File: config.mk
export PLATFORM = sky130hd
export DESIGN_NAME = seven_seg_scan
export DESIGN_NICKNAME = d
export VERILOG_FILES = /design/src/rtl/seven_seg_scan.sv
export SDC_FILE = /design/constraint.sdc
export NUM_CORES = 1
export LEC_CHECK = 0
export BUFFER_PORTS_ARGS = -buffer_cell sky130_fd_sc_hd__buf_2
export CORE_UTILIZATION = 45
export CTS_CLUSTER_DIAMETER = 120
export DETAILED_ROUTE_END_ITERATION = 8
export GPL_TIMING_DRIVEN = 0
export PLACE_DENSITY = 0.64
export SLEW_MARGIN = 40
export SYNTH_ARGS = -nofsm -noshare
export SYNTH_HDL_FRONTEND = slang
export SYNTH_SLANG_ARGS = --single-unit
File: constraint.sdc
create_clock -name clk -period 4.8 [get_ports clk]
set_clock_uncertainty 0.2 [all_clocks]
set_input_delay 0.48 -clock clk [delete_from_list [all_inputs] [get_ports clk]]
set_output_delay 0.48 -clock clk [all_outputs]
set_load 0.01 [all_outputs]
File: src/rtl/seven_seg_scan.sv
`default_nettype none
// ============================================================================
//  Module   : seven_seg_scan
//  Purpose  : Multiplexed seven-segment driver for NUM_DIGITS common-anode
//             digits. It scans one digit per slot and provides PWM
//             brightness, leading-zero suppression and frame-synchronous
//             (tear-free) capture of the display inputs.
//
//  Ports
//    clk         system clock
//    rst_n       asynchronous, active-low reset
//    val         packed hex nibbles; val[3:0] is digit 0 (rightmost)
//    dp_in       per-digit decimal-point request, 1 = lit
//    blank       per-digit force-off, 1 = anode never driven
//    lz_en       leading-zero suppression enable
//    bright      on-time code; all-ones = 100 %
//    an          anode enables, active low
//    seg         cathodes a..g on seg[6]..seg[0], active low
//    dp          decimal-point cathode, active low
//    frame_tick  one-cycle pulse when slot 0 of a new frame is first shown
//
//  Revision : 1.0  initial release
// ============================================================================
module seven_seg_scan #(
    parameter int NUM_DIGITS = 4,
    parameter int SLOT_LOG2  = 16,
    parameter int BRIGHT_W   = 4
) (
    input  logic                    clk,
    input  logic                    rst_n,
    input  logic [4*NUM_DIGITS-1:0] val,
    input  logic [NUM_DIGITS-1:0]   dp_in,
    input  logic [NUM_DIGITS-1:0]   blank,
    input  logic                    lz_en,
    input  logic [BRIGHT_W-1:0]     bright,
    output logic [NUM_DIGITS-1:0]   an,
    output logic [6:0]              seg,
    output logic                    dp,
    output logic                    frame_tick
);

    // ------------------------------------------------------------------------
    // Constants
    // ------------------------------------------------------------------------
    localparam int                    c_SLOT_W    = (NUM_DIGITS > 1) ? $clog2(NUM_DIGITS) : 1;
    localparam logic [c_SLOT_W-1:0]   c_LAST_SLOT = c_SLOT_W'(NUM_DIGITS - 1);
    localparam logic [6:0]            c_SEG_OFF   = 7'h7F;

    // ------------------------------------------------------------------------
    // Hex to segment pattern (abcdefg, 0 = segment lit)
    // ------------------------------------------------------------------------
    function automatic logic [6:0] hex_to_seg(input logic [3:0] nib);
        logic [6:0] pat;
        case (nib)
            4'h0:    pat = 7'b0000001;
            4'h1:    pat = 7'b1001111;
            4'h2:    pat = 7'b0010010;
            4'h3:    pat = 7'b0000110;
            4'h4:    pat = 7'b1001100;
            4'h5:    pat = 7'b0100100;
            4'h6:    pat = 7'b0100000;
            4'h7:    pat = 7'b0001111;
            4'h8:    pat = 7'b0000000;
            4'h9:    pat = 7'b0000100;
            4'hA:    pat = 7'b0001000;
            4'hB:    pat = 7'b1100000;
            4'hC:    pat = 7'b0110001;
            4'hD:    pat = 7'b1000010;
            4'hE:    pat = 7'b0110000;
            default: pat = 7'b0111000;
        endcase
        return pat;
    endfunction

    // ------------------------------------------------------------------------
    // Scan counters
    // ------------------------------------------------------------------------
    logic [SLOT_LOG2-1:0] r_pcnt;
    logic [c_SLOT_W-1:0]  r_slot;
    logic                 w_pcnt_wrap;
    logic                 w_last_slot;
    logic                 w_load;

    assign w_pcnt_wrap = &r_pcnt;
    assign w_last_slot = (r_slot == c_LAST_SLOT);
    // Start of frame: the shadow registers capture the inputs here.
    assign w_load      = (r_pcnt == '0) && (r_slot == '0);

    always_ff @(posedge clk or negedge rst_n) begin
        if (!rst_n) begin
            r_pcnt <= '0;
            r_slot <= '0;
        end else begin
            r_pcnt <= r_pcnt + 1'b1;
            if (w_pcnt_wrap) begin
                r_slot <= w_last_slot ? '0 : r_slot + 1'b1;
            end
        end
    end

    // ------------------------------------------------------------------------
    // Shadow registers
    // ------------------------------------------------------------------------
    logic [4*NUM_DIGITS-1:0] r_val;
    logic [NUM_DIGITS-1:0]   r_dp;
    logic [NUM_DIGITS-1:0]   r_blank;
    logic                    r_lz_en;
    logic [BRIGHT_W-1:0]     r_bright;

    always_ff @(posedge clk or negedge rst_n) begin
        if (!rst_n) begin
            r_val    <= '0;
            r_dp     <= '0;
            r_blank  <= '0;
            r_lz_en  <= 1'b0;
            r_bright <= '0;
        end else if (w_load) begin
            r_val    <= val;
            r_dp     <= dp_in;
            r_blank  <= blank;
            r_lz_en  <= lz_en;
            r_bright <= bright;
        end
    end

    // The capture cycle is also the first cycle of slot 0. Its output must
    // already use the freshly captured values, so during that one cycle the
    // decode path takes the live inputs instead of the (still old) shadow.
    logic [4*NUM_DIGITS-1:0] w_val;
    logic [NUM_DIGITS-1:0]   w_dp;
    logic [NUM_DIGITS-1:0]   w_blank;
    logic                    w_lz_en;
    logic [BRIGHT_W-1:0]     w_bright;

    assign w_val    = w_load ? val    : r_val;
    assign w_dp     = w_load ? dp_in  : r_dp;
    assign w_blank  = w_load ? blank  : r_blank;
    assign w_lz_en  = w_load ? lz_en  : r_lz_en;
    assign w_bright = w_load ? bright : r_bright;

    // ------------------------------------------------------------------------
    // Per-digit nibbles and leading-zero detection
    // ------------------------------------------------------------------------
    logic [3:0]            w_nib [NUM_DIGITS];
    logic [NUM_DIGITS-1:0] w_hi_zero;   // bit i: nibbles i..top are all zero
    logic                  w_acc;

    generate
        for (genvar gi = 0; gi < NUM_DIGITS; gi++) begin : g_nib
            assign w_nib[gi] = w_val[4*gi +: 4];
        end
    endgenerate

    // Walk from the most significant digit down, accumulating "all zero so far".
    always_comb begin
        w_hi_zero = '0;
        w_acc     = 1'b1;
        for (int i = NUM_DIGITS - 1; i >= 0; i--) begin
            w_acc        = w_acc & (w_nib[i] == 4'h0);
            w_hi_zero[i] = w_acc;
        end
    end

    // ------------------------------------------------------------------------
    // Current-slot decode
    // ------------------------------------------------------------------------
    logic [3:0]            w_cur_nib;
    logic [BRIGHT_W-1:0]   w_pwm_phase;
    logic                  w_lit;
    logic                  w_suppress;
    logic [NUM_DIGITS-1:0] w_an_next;
    logic [6:0]            w_seg_next;
    logic                  w_dp_next;

    assign w_cur_nib   = w_nib[r_slot];
    // The top BRIGHT_W prescaler bits form the PWM phase, so the lit part of
    // the slot is contiguous and comes first.
    assign w_pwm_phase = r_pcnt[SLOT_LOG2-1 -: BRIGHT_W];
    assign w_lit       = ~w_blank[r_slot] & (w_pwm_phase <= w_bright);
    // Digit 0 always shows, even for a value of zero.
    assign w_suppress  = w_lz_en & (r_slot != '0) & w_hi_zero[r_slot];

    always_comb begin
        w_an_next = '1;
        for (int i = 0; i < NUM_DIGITS; i++) begin
            if (w_lit && (r_slot == c_SLOT_W'(i))) begin
                w_an_next[i] = 1'b0;
            end
        end
    end

    // A suppressed digit keeps its anode (and decimal point) but blanks the
    // seven segments.
    assign w_seg_next = (w_lit && !w_suppress) ? hex_to_seg(w_cur_nib) : c_SEG_OFF;
    assign w_dp_next  = w_lit ? ~w_dp[r_slot] : 1'b1;

    // ------------------------------------------------------------------------
    // Output registers: all pins update on the same edge (no ghosting skew)
    // ------------------------------------------------------------------------
    logic [NUM_DIGITS-1:0] r_an;
    logic [6:0]            r_seg;
    logic                  r_dp_out;
    logic                  r_frame_tick;

    always_ff @(posedge clk or negedge rst_n) begin
        if (!rst_n) begin
            r_an         <= '1;
            r_seg        <= c_SEG_OFF;
            r_dp_out     <= 1'b1;
            r_frame_tick <= 1'b0;
        end else begin
            r_an         <= w_an_next;
            r_seg        <= w_seg_next;
            r_dp_out     <= w_dp_next;
            r_frame_tick <= w_load;
        end
    end

    assign an         = r_an;
    assign seg        = r_seg;
    assign dp         = r_dp_out;
    assign frame_tick = r_frame_tick;

endmodule
`default_nettype wire

==> flow_results.xml <==
<?xml version="1.0" encoding="UTF-8"?>
<metrics>
  <group name="status">
    <metric name="status" unit="">finished, final reports clean</metric>
  </group>
  <group name="critical_path">
    <metric name="r2r_setup_slack" unit="ns">0.43</metric>
    <metric name="timing.reg2reg.worst_path_depth" unit="">19</metric>
    <metric name="critical_path.slowest_cell" unit="">sky130_fd_sc_hd__dfrtp_1</metric>
    <metric name="timing_worst_setup_path_type" unit="">flip-flop to flip-flop</metric>
    <metric name="critPathLaunchType" unit="">flip-flop</metric>
    <metric name="max_fanout_on_critical_path" unit="">12</metric>
    <metric name="timing.rr.end" unit="">seg[4]</metric>
    <metric name="regToRegStartpoint" unit="">r_slot[0]</metric>
    <metric name="critical_path_arrival" unit="ns">4.42</metric>
    <metric name="critical-path-max-stage-delay" unit="ns">0.56</metric>
    <metric name="cpMostUsedCell" unit="">sky130_fd_sc_hd__buf_2</metric>
    <metric name="cp.required" unit="ns">4.85</metric>
    <metric name="cp_cell_sequence" unit="">clkinvlp_4, ha_1, nor4b_4, nand4_4, buf_6, buf_2, buf_2, nand2_1, nand2_1, inv_1, ha_1, nor2b_1, o21a_1, o21a_1, o21ai_0, o311a_1, and2_1, buf_2, o221ai_1</metric>
    <metric name="endpoint_kind" unit="">flip-flop</metric>
  </group>
  <group name="global_routing">
    <metric name="antenna_violations_before_repair" unit="">0</metric>
    <metric name="maximum_number_of_pins_on_one_net_before_global_route_repair" unit="">61</metric>
    <metric name="grt_first_pass_wirelength" unit="mm">10.9</metric>
    <metric name="grt_overflow" unit="">0</metric>
    <metric name="track_usage" unit="%">19.2</metric>
    <metric name="grt_pass1_vias" unit="">2171</metric>
  </group>
  <group name="placement">
    <metric name="placed_area" unit="mm^2">0.00349</metric>
    <metric name="globalplace.congestion" unit="">0.818</metric>
    <metric name="io_buffer_count" unit="">43</metric>
    <metric name="dpl.hpwl" unit="mm">4.51</metric>
  </group>
  <group name="final_layout">
    <metric name="final_layout_size_suffix_gt1_share" unit="%">29.1</metric>
    <metric name="area_growth" unit="%">17.7</metric>
    <metric name="final_design_area_no_fill" unit="mm^2">0.00371</metric>
    <metric name="n_diodes" unit="">0</metric>
    <metric name="layout.nets" unit="">394</metric>
  </group>
  <group name="hold_path">
    <metric name="class_of_the_tightest_hold_or_removal_check" unit="">input port to flip-flop</metric>
    <metric name="min_delay_worst_endpoint" unit="">r_blank[1]</metric>
    <metric name="timing.hold.worst_path_depth" unit="">3</metric>
    <metric name="timing.hold.worst.start" unit="">blank[1]</metric>
  </group>
  <group name="floorplanning">
    <metric name="floorplan.die.width" unit="um">85.7</metric>
    <metric name="top_level_ports" unit="">44</metric>
    <metric name="fp.dieH" unit="um">85.7</metric>
    <metric name="placement_rows" unit="">30</metric>
    <metric name="full_die_area" unit="mm^2">0.00734</metric>
    <metric name="initial_core_util" unit="%">46.4</metric>
    <metric name="core_area" unit="mm^2">0.00679</metric>
  </group>
  <group name="timing">
    <metric name="totalNegativeSetupSlack" unit="ns">0</metric>
    <metric name="min_period" unit="ns">4.37</metric>
    <metric name="grt_setup_unrepaired" unit="">false</metric>
    <metric name="timing_max_transition_violations_final" unit="">0</metric>
    <metric name="worst_relative_slew_slack" unit="%">65.6</metric>
    <metric name="final_count_of_hold_timing_violations" unit="">0</metric>
    <metric name="timing.final.crit_share" unit="%">91.0</metric>
    <metric name="setup_viol" unit="">0</metric>
    <metric name="max_clock_freq" unit="MHz">229</metric>
    <metric name="finalHoldWorstSlack" unit="ns">0.149</metric>
    <metric name="timing_worst_slew_pin_value" unit="ns">0.502</metric>
  </group>
  <group name="clock_network">
    <metric name="cts_num_sinks" unit="">60</metric>
    <metric name="clk_transition_reported_paths" unit="ns">0.07</metric>
    <metric name="htreeDepth" unit="">3</metric>
    <metric name="cts_tree" unit="">built</metric>
    <metric name="cts_max_path_buffers" unit="">2</metric>
    <metric name="cts_root_buffer" unit="">sky130_fd_sc_hd__clkbuf_8</metric>
    <metric name="clock_insertion_delay_worst_skew" unit="ns">0.34</metric>
    <metric name="tritoncts.num_buffers" unit="">9</metric>
  </group>
  <group name="drt">
    <metric name="drt_drc_violations_left" unit="">0</metric>
    <metric name="aggregate_routed_wire_length" unit="mm">6.35</metric>
    <metric name="avgViaCountPerCell" unit="">5.03</metric>
    <metric name="via_count" unit="">2250</metric>
    <metric name="drt_pre_antenna_iters" unit="">4</metric>
    <metric name="postRouteAntennaNets" unit="">0</metric>
    <metric name="drtIter0Drc" unit="">144</metric>
    <metric name="detail_route.wl_per_cell" unit="um">14.2</metric>
  </group>
  <group name="synthesis">
    <metric name="postSynthRegisterBits" unit="">60</metric>
    <metric name="syn-num-nets" unit="">336</metric>
    <metric name="yosys-top-cells-area" unit="">sky130_fd_sc_hd__dfrtp_1, sky130_fd_sc_hd__dfstp_2, sky130_fd_sc_hd__nand2_1, sky130_fd_sc_hd__ha_1, sky130_fd_sc_hd__mux4_2</metric>
    <metric name="ys_seq_area_share" unit="%">48.1</metric>
    <metric name="synth_enable_flop_cells" unit="">0</metric>
    <metric name="synth_cell_type_count" unit="">45</metric>
    <metric name="post-synth-top-area-cell" unit="">sky130_fd_sc_hd__dfrtp_1</metric>
    <metric name="syn_inst" unit="">289</metric>
    <metric name="synthesis.area" unit="mm^2">0.00315</metric>
    <metric name="synthesized_area_per_cell" unit="um^2">10.9</metric>
    <metric name="synth-main-ff-cell" unit="">sky130_fd_sc_hd__dfrtp_1</metric>
    <metric name="yosys.area.top_type_share" unit="%">38.1</metric>
    <metric name="yosys_warnings" unit="">0</metric>
    <metric name="asyncSetResetFlopFracSynth" unit="%">100</metric>
  </group>
  <group name="pwr">
    <metric name="internal_power" unit="uW">779</metric>
    <metric name="power_frac_clock" unit="%">38.8</metric>
    <metric name="vdd.ir_drop.worst" unit="uV">176</metric>
    <metric name="switchingPower" unit="uW">244</metric>
    <metric name="power_per_cell_area" unit="mW/mm^2">276</metric>
    <metric name="power.share.switching" unit="%">23.9</metric>
    <metric name="power.sequential.fraction" unit="%">52.4</metric>
    <metric name="power.static_leakage" unit="nW">1.81</metric>
    <metric name="p_comb_share" unit="%">8.8</metric>
  </group>
  <group name="run">
    <metric name="cap_viol_max_count" unit="">0</metric>
  </group>
</metrics>
[cells in the final DEF (no fill, tap or decap), types with 5 or more instances in the layout]
cell type / instances
sky130_fd_sc_hd__mux4_2: 5
sky130_fd_sc_hd__mux2i_1: 11
sky130_fd_sc_hd__dfrtp_1: 48
sky130_fd_sc_hd__clkbuf_8: 11
sky130_fd_sc_hd__and3_1: 5
sky130_fd_sc_hd__nand3_1: 13
sky130_fd_sc_hd__nand2_1: 80
sky130_fd_sc_hd__ha_1: 16
sky130_fd_sc_hd__nor4_1: 8
sky130_fd_sc_hd__xor2_1: 5
sky130_fd_sc_hd__mux2_2: 9
sky130_fd_sc_hd__xnor2_1: 9
sky130_fd_sc_hd__buf_2: 45
sky130_fd_sc_hd__dfstp_2: 12
sky130_fd_sc_hd__inv_1: 9
sky130_fd_sc_hd__nor2_1: 7
sky130_fd_sc_hd__o211ai_1: 5
[per-layer routing]
layer	vias up	wire length [um]	track usage [%]
li1	1120	-	-
met2	58	2720	26.1
met4	0	143	9.39
met5	-	0	0
met3	14	275	3.56
met1	1058	3210	29.4
[worst max path at each step]
stage	from	end	slack [ns]
finish	r_slot[0]	seg[4]	0.43
global route	r_slot[0]	seg[4]	0.05
CTS	r_slot[1]	seg[4]	0.03
detailed placement	r_slot[0]	seg[4]	-0.20
global placement	r_slot[0]	seg[4]	-0.20
floorplan	r_slot[1]	seg[4]	0.70
[flip-flops by register name, summed over array words and instances (netlist names), 2 cells and up]
name,cells
r_bright,4
r_dp,4
r_slot,2
r_pcnt,16
r_blank,4
an,4
r_val,16
seg,7
[logic make-up (layout without fill, tap and decap cells)]
| logic type | Yosys count | in the layout | share of synthesized area (%) |
|---|---|---|---|
| AOI/OAI and AO/OA | 24 | 24 | 5.48 |
| xor gates and xnor gates | 14 | 14 | 3.89 |
| adders and majority gates | 16 | 16 | 6.35 |
| buffers and inverters | 21 | 83 | 2.86 |
| DFF | 60 | 60 | 48.1 |
| muxes | 31 | 31 | 14.3 |
| and+or+nand+nor | 123 | 123 | 18.9 |
[power groups by stage]
stage                     clock, mW  combinational, mW  sequential [mW]
after global routing          0.436              0.102            0.538
after CTS                     0.414             0.0896            0.536
after global placement            0             0.0871            0.545
final                         0.397             0.0904            0.536
after floorplan                   0             0.0442            0.547
after detailed placement          0             0.0887            0.545
[layout make-up]
type                            instances  area, um^2
Fill cell                             617        3090
Tap cell                               96         120
Clock buffer                           13         159
Timing Repair Buffer                   48         262
Buffer                                  9        52.6
Sequential cell                        60        1520
Inverter                               11        45.0
Multi-Input combinational cell        208        1540
Clock inverter                          2        10.0
[worst max-delay path: cells and delay by family, from the launching register on]
kind / cells / cell delay [ns]
buf+inv: 6 / 1.33
compound gates: 5 / 0.85
simple gates: 6 / 0.71
fa+ha+maj: 2 / 0.63
flops: 1 / 0.56
[cell usage after synthesis (2+ instances only)]
master                      n
sky130_fd_sc_hd__xnor2_1    9
sky130_fd_sc_hd__nand2_1   80
sky130_fd_sc_hd__inv_1     10
sky130_fd_sc_hd__dfstp_2   12
sky130_fd_sc_hd__o21ai_0    2
sky130_fd_sc_hd__dfrtp_1   48
sky130_fd_sc_hd__nor4_1     8
sky130_fd_sc_hd__nor2_1     7
sky130_fd_sc_hd__xor2_1     5
sky130_fd_sc_hd__o211ai_1   5
sky130_fd_sc_hd__buf_2      3
sky130_fd_sc_hd__ha_1      16
sky130_fd_sc_hd__and3_1     5
sky130_fd_sc_hd__nand3_1   13
sky130_fd_sc_hd__mux4_2     5
sky130_fd_sc_hd__o31ai_1    2
sky130_fd_sc_hd__buf_1      3
sky130_fd_sc_hd__mux4_1     3
sky130_fd_sc_hd__o21a_1     3
sky130_fd_sc_hd__clkbuf_1   3
sky130_fd_sc_hd__mux2_2     9
sky130_fd_sc_hd__a21oi_1    4
sky130_fd_sc_hd__mux2i_1   11
sky130_fd_sc_hd__nand4_1    2
[stage by stage]
step | setup slack, ns | power (mW) | std cells | util [%]
2_1_floorplan | 0.703 | 0.591 | 289 | -
3_3_place_gp | -0.197 | 0.632 | 428 | 51.3
3_5_place_dp | -0.201 | 0.634 | 428 | 51.3
4_1_cts | 0.0293 | 1.04 | 442 | 53.9
5_1_grt | 0.0482 | 1.08 | 447 | 54.6
6_report | 0.432 | 1.02 | 447 | 54.6
[timing repair]
action                                  in CTS  in global routing
hold buffers                                 0                  1
resized for setup                            3                  3
pin swaps                                    0                  1
buffers inserted                             0                  4
endpoints found under the setup margin       7                  7
endpoints found under the hold margin        0                 48
No activity file was read; power rests on OpenSTA's default activity.
